[src/rtl/hazard_ctrl.sv]
// rtl/hazard_ctrl.sv - pipeline control sequencer for a 5-stage MIPS core
//
// Carries decoded ID-stage control through the ID/EX, EX/MEM and MEM/WB
// control registers. It also detects load-use hazards, flushes on a taken
// beq resolved in EX, and produces EX-stage forwarding selects. Saturating
// stall and flush counters are kept for performance debug.
//
// Ports:
//   clk, reset            clock (rising edge), synchronous active-high reset
//   id_*                  ID-stage register fields and control-unit outputs
//   ex_zero               ALU zero flag of the instruction in EX
//   stall_f, stall_d      hold PC / IF-ID register on a load-use hazard
//   flush_d, pc_src       taken branch: clear IF/ID, select branch target
//   ex_*                  EX-stage controls and destination register
//   fwd_a, fwd_b          EX operand select: 00 regfile, 10 MEM, 01 WB
//   mem_*, wb_*           MEM- and WB-stage controls and destinations
//   stall_cnt, flush_cnt  saturating event counters
module hazard_ctrl #(
  parameter int RA_W   = 5,
  parameter int ALUC_W = 3,
  parameter int CNT_W  = 16
) (
  input  logic              clk,
  input  logic              reset,
  input  logic              id_valid,
  input  logic [RA_W-1:0]   id_rs,
  input  logic [RA_W-1:0]   id_rt,
  input  logic [RA_W-1:0]   id_rd,
  input  logic              id_reg_write,
  input  logic              id_reg_dst,
  input  logic              id_alu_src,
  input  logic              id_branch,
  input  logic              id_mem_write,
  input  logic              id_mem_to_reg,
  input  logic [ALUC_W-1:0] id_alu_control,
  input  logic              ex_zero,
  output logic              stall_f,
  output logic              stall_d,
  output logic              flush_d,
  output logic              pc_src,
  output logic              ex_alu_src,
  output logic              ex_reg_dst,
  output logic [ALUC_W-1:0] ex_alu_control,
  output logic [RA_W-1:0]   ex_wr_reg,
  output logic [1:0]        fwd_a,
  output logic [1:0]        fwd_b,
  output logic              mem_write,
  output logic              mem_to_reg_m,
  output logic              mem_reg_write,
  output logic [RA_W-1:0]   mem_wr_reg,
  output logic              wb_reg_write,
  output logic              wb_to_reg,
  output logic [RA_W-1:0]   wb_wr_reg,
  output logic [CNT_W-1:0]  stall_cnt,
  output logic [CNT_W-1:0]  flush_cnt
);

  // ID/EX control register
  logic              ex_reg_write_q, ex_reg_write_d;
  logic              ex_reg_dst_q, ex_reg_dst_d;
  logic              ex_alu_src_q, ex_alu_src_d;
  logic              ex_branch_q, ex_branch_d;
  logic              ex_mem_write_q, ex_mem_write_d;
  logic              ex_mem_to_reg_q, ex_mem_to_reg_d;
  logic [ALUC_W-1:0] ex_alu_control_q, ex_alu_control_d;
  logic [RA_W-1:0]   ex_rs_q, ex_rs_d;
  logic [RA_W-1:0]   ex_rt_q, ex_rt_d;
  logic [RA_W-1:0]   ex_rd_q, ex_rd_d;

  // EX/MEM and MEM/WB control registers
  logic              mem_write_q, mem_to_reg_q, mem_reg_write_q;
  logic [RA_W-1:0]   mem_wr_reg_q;
  logic              wb_reg_write_q, wb_to_reg_q;
  logic [RA_W-1:0]   wb_wr_reg_q;

  logic [CNT_W-1:0]  stall_cnt_q, stall_cnt_d;
  logic [CNT_W-1:0]  flush_cnt_q, flush_cnt_d;

  logic              lw_stall;
  logic              take_branch;
  logic              flush_e;
  logic [RA_W-1:0]   ex_wr_reg_w;

  localparam logic [CNT_W-1:0] CNT_ONE = {{(CNT_W-1){1'b0}}, 1'b1};

  assign ex_wr_reg_w = ex_reg_dst_q ? ex_rd_q : ex_rt_q;

  // A load in EX whose destination is read by the ID instruction must
  // wait one cycle; after that the loaded value is available from WB.
  assign lw_stall = ex_mem_to_reg_q & ex_reg_write_q & (ex_wr_reg_w != '0) &
                    ((ex_wr_reg_w == id_rs) | (ex_wr_reg_w == id_rt)) & id_valid;

  assign take_branch = ex_branch_q & ex_zero;

  // The EX instruction is either a load or a branch, never both, so the
  // two bubble sources cannot conflict.
  assign flush_e = lw_stall | take_branch;

  // MEM result is newer than WB, so it wins; $0 is hard-wired and never
  // forwarded.
  function automatic logic [1:0] fwd_sel(input logic [RA_W-1:0] src);
    if (mem_reg_write_q && (mem_wr_reg_q != '0) && (mem_wr_reg_q == src)) begin
      return 2'b10;
    end else if (wb_reg_write_q && (wb_wr_reg_q != '0) && (wb_wr_reg_q == src)) begin
      return 2'b01;
    end else begin
      return 2'b00;
    end
  endfunction

  // The bubble path never reads id_* so unknown controls from an
  // undecoded op cannot reach the pipeline.
  always_comb begin
    ex_reg_write_d   = 1'b0;
    ex_reg_dst_d     = 1'b0;
    ex_alu_src_d     = 1'b0;
    ex_branch_d      = 1'b0;
    ex_mem_write_d   = 1'b0;
    ex_mem_to_reg_d  = 1'b0;
    ex_alu_control_d = '0;
    ex_rs_d          = '0;
    ex_rt_d          = '0;
    ex_rd_d          = '0;
    if (id_valid && !flush_e) begin
      ex_reg_write_d   = id_reg_write;
      ex_reg_dst_d     = id_reg_dst;
      ex_alu_src_d     = id_alu_src;
      ex_branch_d      = id_branch;
      ex_mem_write_d   = id_mem_write;
      ex_mem_to_reg_d  = id_mem_to_reg;
      ex_alu_control_d = id_alu_control;
      ex_rs_d          = id_rs;
      ex_rt_d          = id_rt;
      ex_rd_d          = id_rd;
    end
  end

  always_comb begin
    stall_cnt_d = stall_cnt_q;
    flush_cnt_d = flush_cnt_q;
    if (lw_stall && (stall_cnt_q != '1)) begin
      stall_cnt_d = stall_cnt_q + CNT_ONE;
    end
    if (take_branch && (flush_cnt_q != '1)) begin
      flush_cnt_d = flush_cnt_q + CNT_ONE;
    end
  end

  always_ff @(posedge clk) begin
    if (reset) begin
      ex_reg_write_q   <= 1'b0;
      ex_reg_dst_q     <= 1'b0;
      ex_alu_src_q     <= 1'b0;
      ex_branch_q      <= 1'b0;
      ex_mem_write_q   <= 1'b0;
      ex_mem_to_reg_q  <= 1'b0;
      ex_alu_control_q <= '0;
      ex_rs_q          <= '0;
      ex_rt_q          <= '0;
      ex_rd_q          <= '0;
      mem_write_q      <= 1'b0;
      mem_to_reg_q     <= 1'b0;
      mem_reg_write_q  <= 1'b0;
      mem_wr_reg_q     <= '0;
      wb_reg_write_q   <= 1'b0;
      wb_to_reg_q      <= 1'b0;
      wb_wr_reg_q      <= '0;
      stall_cnt_q      <= '0;
      flush_cnt_q      <= '0;
    end else begin
      ex_reg_write_q   <= ex_reg_write_d;
      ex_reg_dst_q     <= ex_reg_dst_d;
      ex_alu_src_q     <= ex_alu_src_d;
      ex_branch_q      <= ex_branch_d;
      ex_mem_write_q   <= ex_mem_write_d;
      ex_mem_to_reg_q  <= ex_mem_to_reg_d;
      ex_alu_control_q <= ex_alu_control_d;
      ex_rs_q          <= ex_rs_d;
      ex_rt_q          <= ex_rt_d;
      ex_rd_q          <= ex_rd_d;
      mem_write_q      <= ex_mem_write_q;
      mem_to_reg_q     <= ex_mem_to_reg_q;
      mem_reg_write_q  <= ex_reg_write_q;
      mem_wr_reg_q     <= ex_wr_reg_w;
      wb_reg_write_q   <= mem_reg_write_q;
      wb_to_reg_q      <= mem_to_reg_q;
      wb_wr_reg_q      <= mem_wr_reg_q;
      stall_cnt_q      <= stall_cnt_d;
      flush_cnt_q      <= flush_cnt_d;
    end
  end

  assign stall_f        = lw_stall;
  assign stall_d        = lw_stall;
  assign pc_src         = take_branch;
  assign flush_d        = take_branch;
  assign ex_alu_src     = ex_alu_src_q;
  assign ex_reg_dst     = ex_reg_dst_q;
  assign ex_alu_control = ex_alu_control_q;
  assign ex_wr_reg      = ex_wr_reg_w;
  assign fwd_a          = fwd_sel(ex_rs_q);
  assign fwd_b          = fwd_sel(ex_rt_q);
  assign mem_write      = mem_write_q;
  assign mem_to_reg_m   = mem_to_reg_q;
  assign mem_reg_write  = mem_reg_write_q;
  assign mem_wr_reg     = mem_wr_reg_q;
  assign wb_reg_write   = wb_reg_write_q;
  assign wb_to_reg      = wb_to_reg_q;
  assign wb_wr_reg      = wb_wr_reg_q;
  assign stall_cnt      = stall_cnt_q;
  assign flush_cnt      = flush_cnt_q;

endmodule

[config.mk]
export PLATFORM = sky130hd
export DESIGN_NAME = hazard_ctrl
export DESIGN_NICKNAME = d
export VERILOG_FILES = /design/src/rtl/hazard_ctrl.sv
export SDC_FILE = /design/constraint.sdc
export NUM_CORES = 1
export LEC_CHECK = 0
export CAP_MARGIN = 20
export CELL_PAD_IN_SITES_DETAIL_PLACEMENT = 1
export CELL_PAD_IN_SITES_GLOBAL_PLACEMENT = 2
export CORE_MARGIN = 8
export CORE_UTILIZATION = 25
export CTS_CLUSTER_SIZE = 40
export DETAILED_ROUTE_END_ITERATION = 7
export PLACE_DENSITY = 0.84
export SETUP_SLACK_MARGIN = 0.3
export SYNTH_ARGS = -nofsm -noshare
export SYNTH_HDL_FRONTEND = slang
export SYNTH_SLANG_ARGS = --single-unit
[constraint.sdc]
create_clock -name clk -period 2 [get_ports clk]
set_input_delay 0.2 -clock clk [delete_from_list [all_inputs] [get_ports clk]]
set_output_delay 0.2 -clock clk [all_outputs]
set_load 0.02 [all_outputs]
==> results of run 1 <==
report_power, final:
| part | switching (mW) | internal [mW] | leakage (nW) |
|---|---|---|---|
| combinational | 0.154 | 0.190 | 1.41 |
| sequential | 0.0290 | 1.43 | 0.590 |
| clock | 0.635 | 1.00 | 0.149 |
timing repair:
item | CTS | global route
gates resized for setup | 99 | 45
endpoints found under the setup margin | 63 | 64
pin swaps | 16 | 20
buffers inserted | 12 | 2
gates cloned | 2 | 3
hold endpoints to repair | 0 | 0
per-layer routing:
layer,vias up,wire [microns]
met3,20,720
met4,2,241
met1,1412,4240
met2,73,5780
met5,-,13
li1,1415,-
final timing paths:
kind,from,end,slack (ns)
hold / removal,reset,stall_cnt[4],0.19
setup / recovery,ex_reg_dst,stall_cnt[10],-0.31
setup reg to reg,ex_reg_dst,stall_cnt[10],-0.31
hold reg to reg,ex_mem_write_q,mem_write,0.46
cells in the mapped netlist (7+ instances only):
library cell	number	area [sq um]
o31ai_1	9	67.6
xor2_1	31	272
nor2_1	30	113
dfxtp_1	71	1420
and3_1	8	50.1
xnor2_1	15	131
or4_1	13	97.6
inv_1	8	30.0
a21oi_1	12	60.1
nand3_1	19	95.1
nor2b_1	13	81.3
nand4_1	7	43.8
clkbuf_1	7	26.3
and2_1	26	163
stage by stage:
| step | total power, mW | instance area, sq um | hold WS [ns] |
|---|---|---|---|
| 2_1_floorplan | 1.64 | 3270 | 0.322 |
| 3_3_place_gp | 1.79 | 4640 | 0.443 |
| 3_5_place_dp | 1.79 | 4640 | 0.442 |
| 5_1_grt | 3.57 | 5400 | 0.219 |
| 4_1_cts | 3.47 | 5140 | 0.194 |
| 6_report | 3.45 | 5400 | 0.186 |
kinds of logic (layout without fill, tap and decap cells):
| family | count (synthesis) | in the layout | synth area share |
|---|---|---|---|
| AOI/OAI and AO/OA | 31 | 31 | 0.0639 |
| muxes | 10 | 10 | 0.0453 |
| DFF | 71 | 71 | 0.460 |
| and+or+nand+nor | 138 | 139 | 0.254 |
| xor gates and xnor gates | 46 | 46 | 0.130 |
| buffers and inverters | 23 | 178 | 0.0388 |
| adders and majority gates | 2 | 2 | 0.00809 |
cell type report:
class	instances	area, sq um
Sequential cell	71	1470
Inverter	8	35.0
Fill cell	1312	6660
Clock inverter	6	66.3
Timing Repair Buffer	154	1480
Tap cell	168	210
Multi-Input combinational cell	228	1900
Clock buffer	10	239
critical path: cells and delay by family, from the launching register on:
kind,cells,cell delay (ns)
AO/OA/AOI/OAI,1,0.30
buffers and inverters,1,0.15
flip-flops,1,0.46
XOR/XNOR,1,0.23
AND/OR/NAND/NOR,2,0.35
multiplexers,2,0.69
==> flow_metrics.tcl, run 1 <==
set metrics [dict create \
    wl_microns 11000 \
    coreArea_sq_um 12100 \
    syn_area_sq_um 3090 \
    routed-via-count 2922 \
    overflow 0 \
    path_max_fanout 8 \
    finalMaxSlewViolations 0 \
    r2r_cells 7 \
    critPathRequiredTime_ns 2.22 \
    layout_common_cells "clkdlybuf4s50_1, buf_4, dfxtp_1" \
    grt.total_usage 0.132 \
    die_area_sq_um 16200 \
    drive_above_1_share 0.358 \
    ys_types 37 \
    ys_seq_elements 71 \
    final_common_cell "clkdlybuf4s50_1" \
    port_buffers 92 \
    timing.fmax_mhz 433 \
    tightest_slew_ns 0.328 \
    seq_area_frac_synth 0.460 \
    grt_antenna_before_repair 1 \
    cellLeakagePower_nw 2.15 \
    cts.clk_slew.worst_paths_ns 0.06 \
    synth-main-ff-cell "dfxtp_1" \
    async_flop_share 0 \
    grt_busiest_layer "met2" \
    start_kind "flip-flop" \
    finalSetupViolations 43 \
    cts_buffers 9 \
    dp.cells 610 \
    via_per_inst 4.53 \
    criticalPathCategory "reg -> reg" \
    hp-class "in -> reg" \
    gr-usage-met1 0.136 \
    drc_errors 0 \
    min_period_ns 2.31 \
    grt_pass1_wl_microns 16800 \
    pwr_density_cell_nw_per_um2 638 \
    cts_tree "yes" \
    fin_skew_ns 0.00630 \
    met2_usage 0.239 \
    cts_buffer_depth 2 \
    ctsHoldBuffers 0 \
    clockRootBuffer "clkbuf_16" \
    synth_edf_count 0 \
    io_pins 93 \
    finalCritPeriodShare 1.15 \
    use_met3 0.0433 \
    max-cap-violations 0 \
    final_nets 502 \
    grt_start_max_net_pins 25 \
    hold_viol 0 \
    clk_latency_ns 0.34 \
    utilization 0.448 \
    synth_warnings 0 \
    first_iter_violations 92 \
    whs_path_depth 2 \
    die_y_microns 127 \
    ant_nets 0 \
    fin_tns_setup_ns -10.33 \
    clock_sinks 71 \
    crit_arrival_ns 2.53 \
    htree_levels 3 \
    area_growth_pct 74.6 \
    initial_core_util 0.256 \
    setup_slack_ns -0.307 \
    pre_cts_slack_ns -0.335 \
    maxSlewHeadroom 0.780 \
    n_antenna_cell 0 \
    outcome "finished with violations" \
    final_cells 645 \
    syn_area_per_cell_sq_um 9.63 \
    core.rowCount 40 \
    max_stage_delay_ns 0.46 \
    gp_congestion 0.828 \
    cpMaxStageDelayCell "dfxtp_4" \
    ir_worst_vdd_mv 0.282 \
    die_w_microns 127 \
    synth_fp_nets 351 \
    grt_pass1_vias 3163 \
    failed_checks "negative setup slack" \
    path_cells "mux2i_4, xor2_1, nand4_1, a21bo_4, buf_12, nor3_2, mux2_2" \
    drtPass1Iterations 4 \
    wire_per_inst_microns 17.1 \
    rsz0062_at_grt "true" \
    dpl.hpwl_microns 7750 \
    syn_inst 321 \
    cp-end-kind "flip-flop" \
]
Power figures use the tool's default switching activity.
==> inputs of run 2 (changes only) <==
- CTS_CLUSTER_SIZE: 40 -> 30
==> results of run 2 <==
No change in the layout: final DEF, timing and power equal those of run 1.
==> inputs of run 3 (changes only) <==
- CELL_PAD_IN_SITES_GLOBAL_PLACEMENT: 2 -> 1
- CORE_UTILIZATION: 25 -> 50
- DONT_BUFFER_PORTS: not set -> 1
- PLACE_DENSITY: 0.84 -> 0.92
- clock period: 2 -> 2.75 ns (I/O delays scaled with it)
==> flow_metrics.tcl, run 3 (synthesized netlist as in run 1, its figures left out) <==
set metrics [dict create \
    dpl.hpwl_microns 6270 \
    stdcell_area_sq_um 3680 \
    final_nets 376 \
    crit_buf_inv 2 \
    place_area_sq_um 3190 \
    timing.fmax_mhz 409 \
    gp_congestion 0.815 \
    hp-class "in -> reg" \
    coreArea_sq_um 5960 \
    cts_buffers 9 \
    rsz0062_at_grt "true" \
    clock_sinks 71 \
    start_kind "flip-flop" \
    clockRootBuffer "clkbuf_8" \
    wl_microns 9910 \
    htree_levels 3 \
    finalSetupViolations 0 \
    grt_pass1_wl_microns 14200 \
    drtPass1Iterations 4 \
    drive_above_1_share 0.222 \
    p_clk_frac 0.407 \
    pwr_density_cell_nw_per_um2 555 \
    port_buffers 0 \
    ant_nets 0 \
    path_cells "mux2i_4, xnor2_2, nor2_1, nand4_1, a21bo_4, inv_1, buf_4" \
    wire_per_inst_microns 23.3 \
    grt.total_usage 0.209 \
    critPathRequiredTime_ns 2.48 \
    utilization 0.618 \
    area_growth_pct 19.1 \
    drc_errors 0 \
    hold_viol 0 \
    grt_start_max_net_pins 41 \
    num-fill-cells 674 \
    max_stage_delay_ns 0.47 \
    power_frac_seq 0.529 \
    finalMaxSlewViolations 0 \
    netSwitchingFraction 0.255 \
    cellLeakagePower_nw 1.46 \
    cts_tree "yes" \
    final_common_cell "dfxtp_1" \
    fin_tns_setup_ns 0 \
    cts.clk_slew.worst_paths_ns 0.07 \
    grt_pass1_vias 2610 \
    path_max_fanout 9 \
    p_comb_frac 0.064 \
    dp.cells 394 \
    die_y_microns 94.6 \
    outcome "complete, no violations" \
    final_cells 426 \
    overflow 0 \
    routed-via-count 2588 \
    io_pins 93 \
    tightest_slew_ns 0.560 \
    clk_latency_ns 0.35 \
    via_per_inst 6.08 \
    crit_arrival_ns 2.17 \
    initial_core_util 0.519 \
    n_antenna_cell 0 \
    cts_buffer_depth 2 \
    seqCellArea_sq_um 1450 \
    die_w_microns 94.6 \
    fin_skew_ns 0.00744 \
    ir_worst_vdd_mv 0.376 \
    crit_family "flip-flops" \
    max-cap-violations 0 \
    finalCritPeriodShare 0.889 \
    core.rowCount 28 \
    min_period_ns 2.45 \
    criticalPathCategory "reg -> out" \
    grt_antenna_before_repair 1 \
    maxSlewHeadroom 0.624 \
    cpMaxStageDelayCell "dfxtp_4" \
    p_switching_uw 521 \
    cp-end-kind "output pin" \
    first_iter_violations 112 \
    die_area_sq_um 8960 \
    p_int_mw 1.52 \
    multi_input_area_sq_um 1690 \
    fin_hold_ws_ns 0.0472 \
    layout_common_cells "dfxtp_1, xor2_1, nor2_1" \
]
## run 3: layout make-up
type	instances	area share
timing repair buffer	28	0.0611
clock buffer	9	0.0336
clock inverter	7	0.0197
sequential	71	0.393
multi-input combinational	228	0.459
inverter	8	0.00815
tap	75	0.0255
## run 3: path summary, 6_finish.rpt
kind                  startpoint        endpoint  slack (ns)  cells past startpoint
setup / recovery      ex_reg_dst         stall_f        0.30                      7
hold / removal      id_mem_write  ex_mem_write_q        0.05                      1
setup reg to reg      ex_reg_dst    stall_cnt[8]        0.31                      9
hold reg to reg   ex_mem_write_q       mem_write        0.46                      1
## run 3: layer usage
layer | vias up | GRT usage | routed length, microns
li1 | 1165 | - | -
met3 | 25 | 0.0897 | 819
met1 | 1303 | 0.211 | 3740
met4 | 2 | 0.118 | 305
met2 | 93 | 0.357 | 5040
met5 | - | 0 | 13
## run 3: timing repair
action	4_1_cts	5_1_grt
gates cloned	0	1
buffers inserted	2	11
endpoints found under the hold margin	40	0
resized for setup	17	24
pin swaps	1	15
setup endpoints to repair	44	15
hold buffers	2	0
## run 3: stage by stage
| stage | power, mW | worst slack, ns |
|---|---|---|
| 3_3_place_gp | 1.19 | 0.165 |
| 3_5_place_dp | 1.19 | -0.0399 |
| 4_1_cts | 2.04 | 0.312 |
| 5_1_grt | 2.11 | 0.209 |
| 6_report | 2.04 | 0.304 |
| 2_1_floorplan | 1.18 | 0.442 |
## run 3: power groups by stage
stage / clock (mW) / combinational, mW / sequential, mW
5_1_grt: 0.888 / 0.138 / 1.08
3_5_place_dp: 0 / 0.0880 / 1.10
6_report: 0.832 / 0.130 / 1.08
4_1_cts: 0.842 / 0.115 / 1.08
3_3_place_gp: 0 / 0.0819 / 1.10
2_1_floorplan: 0 / 0.0804 / 1.10
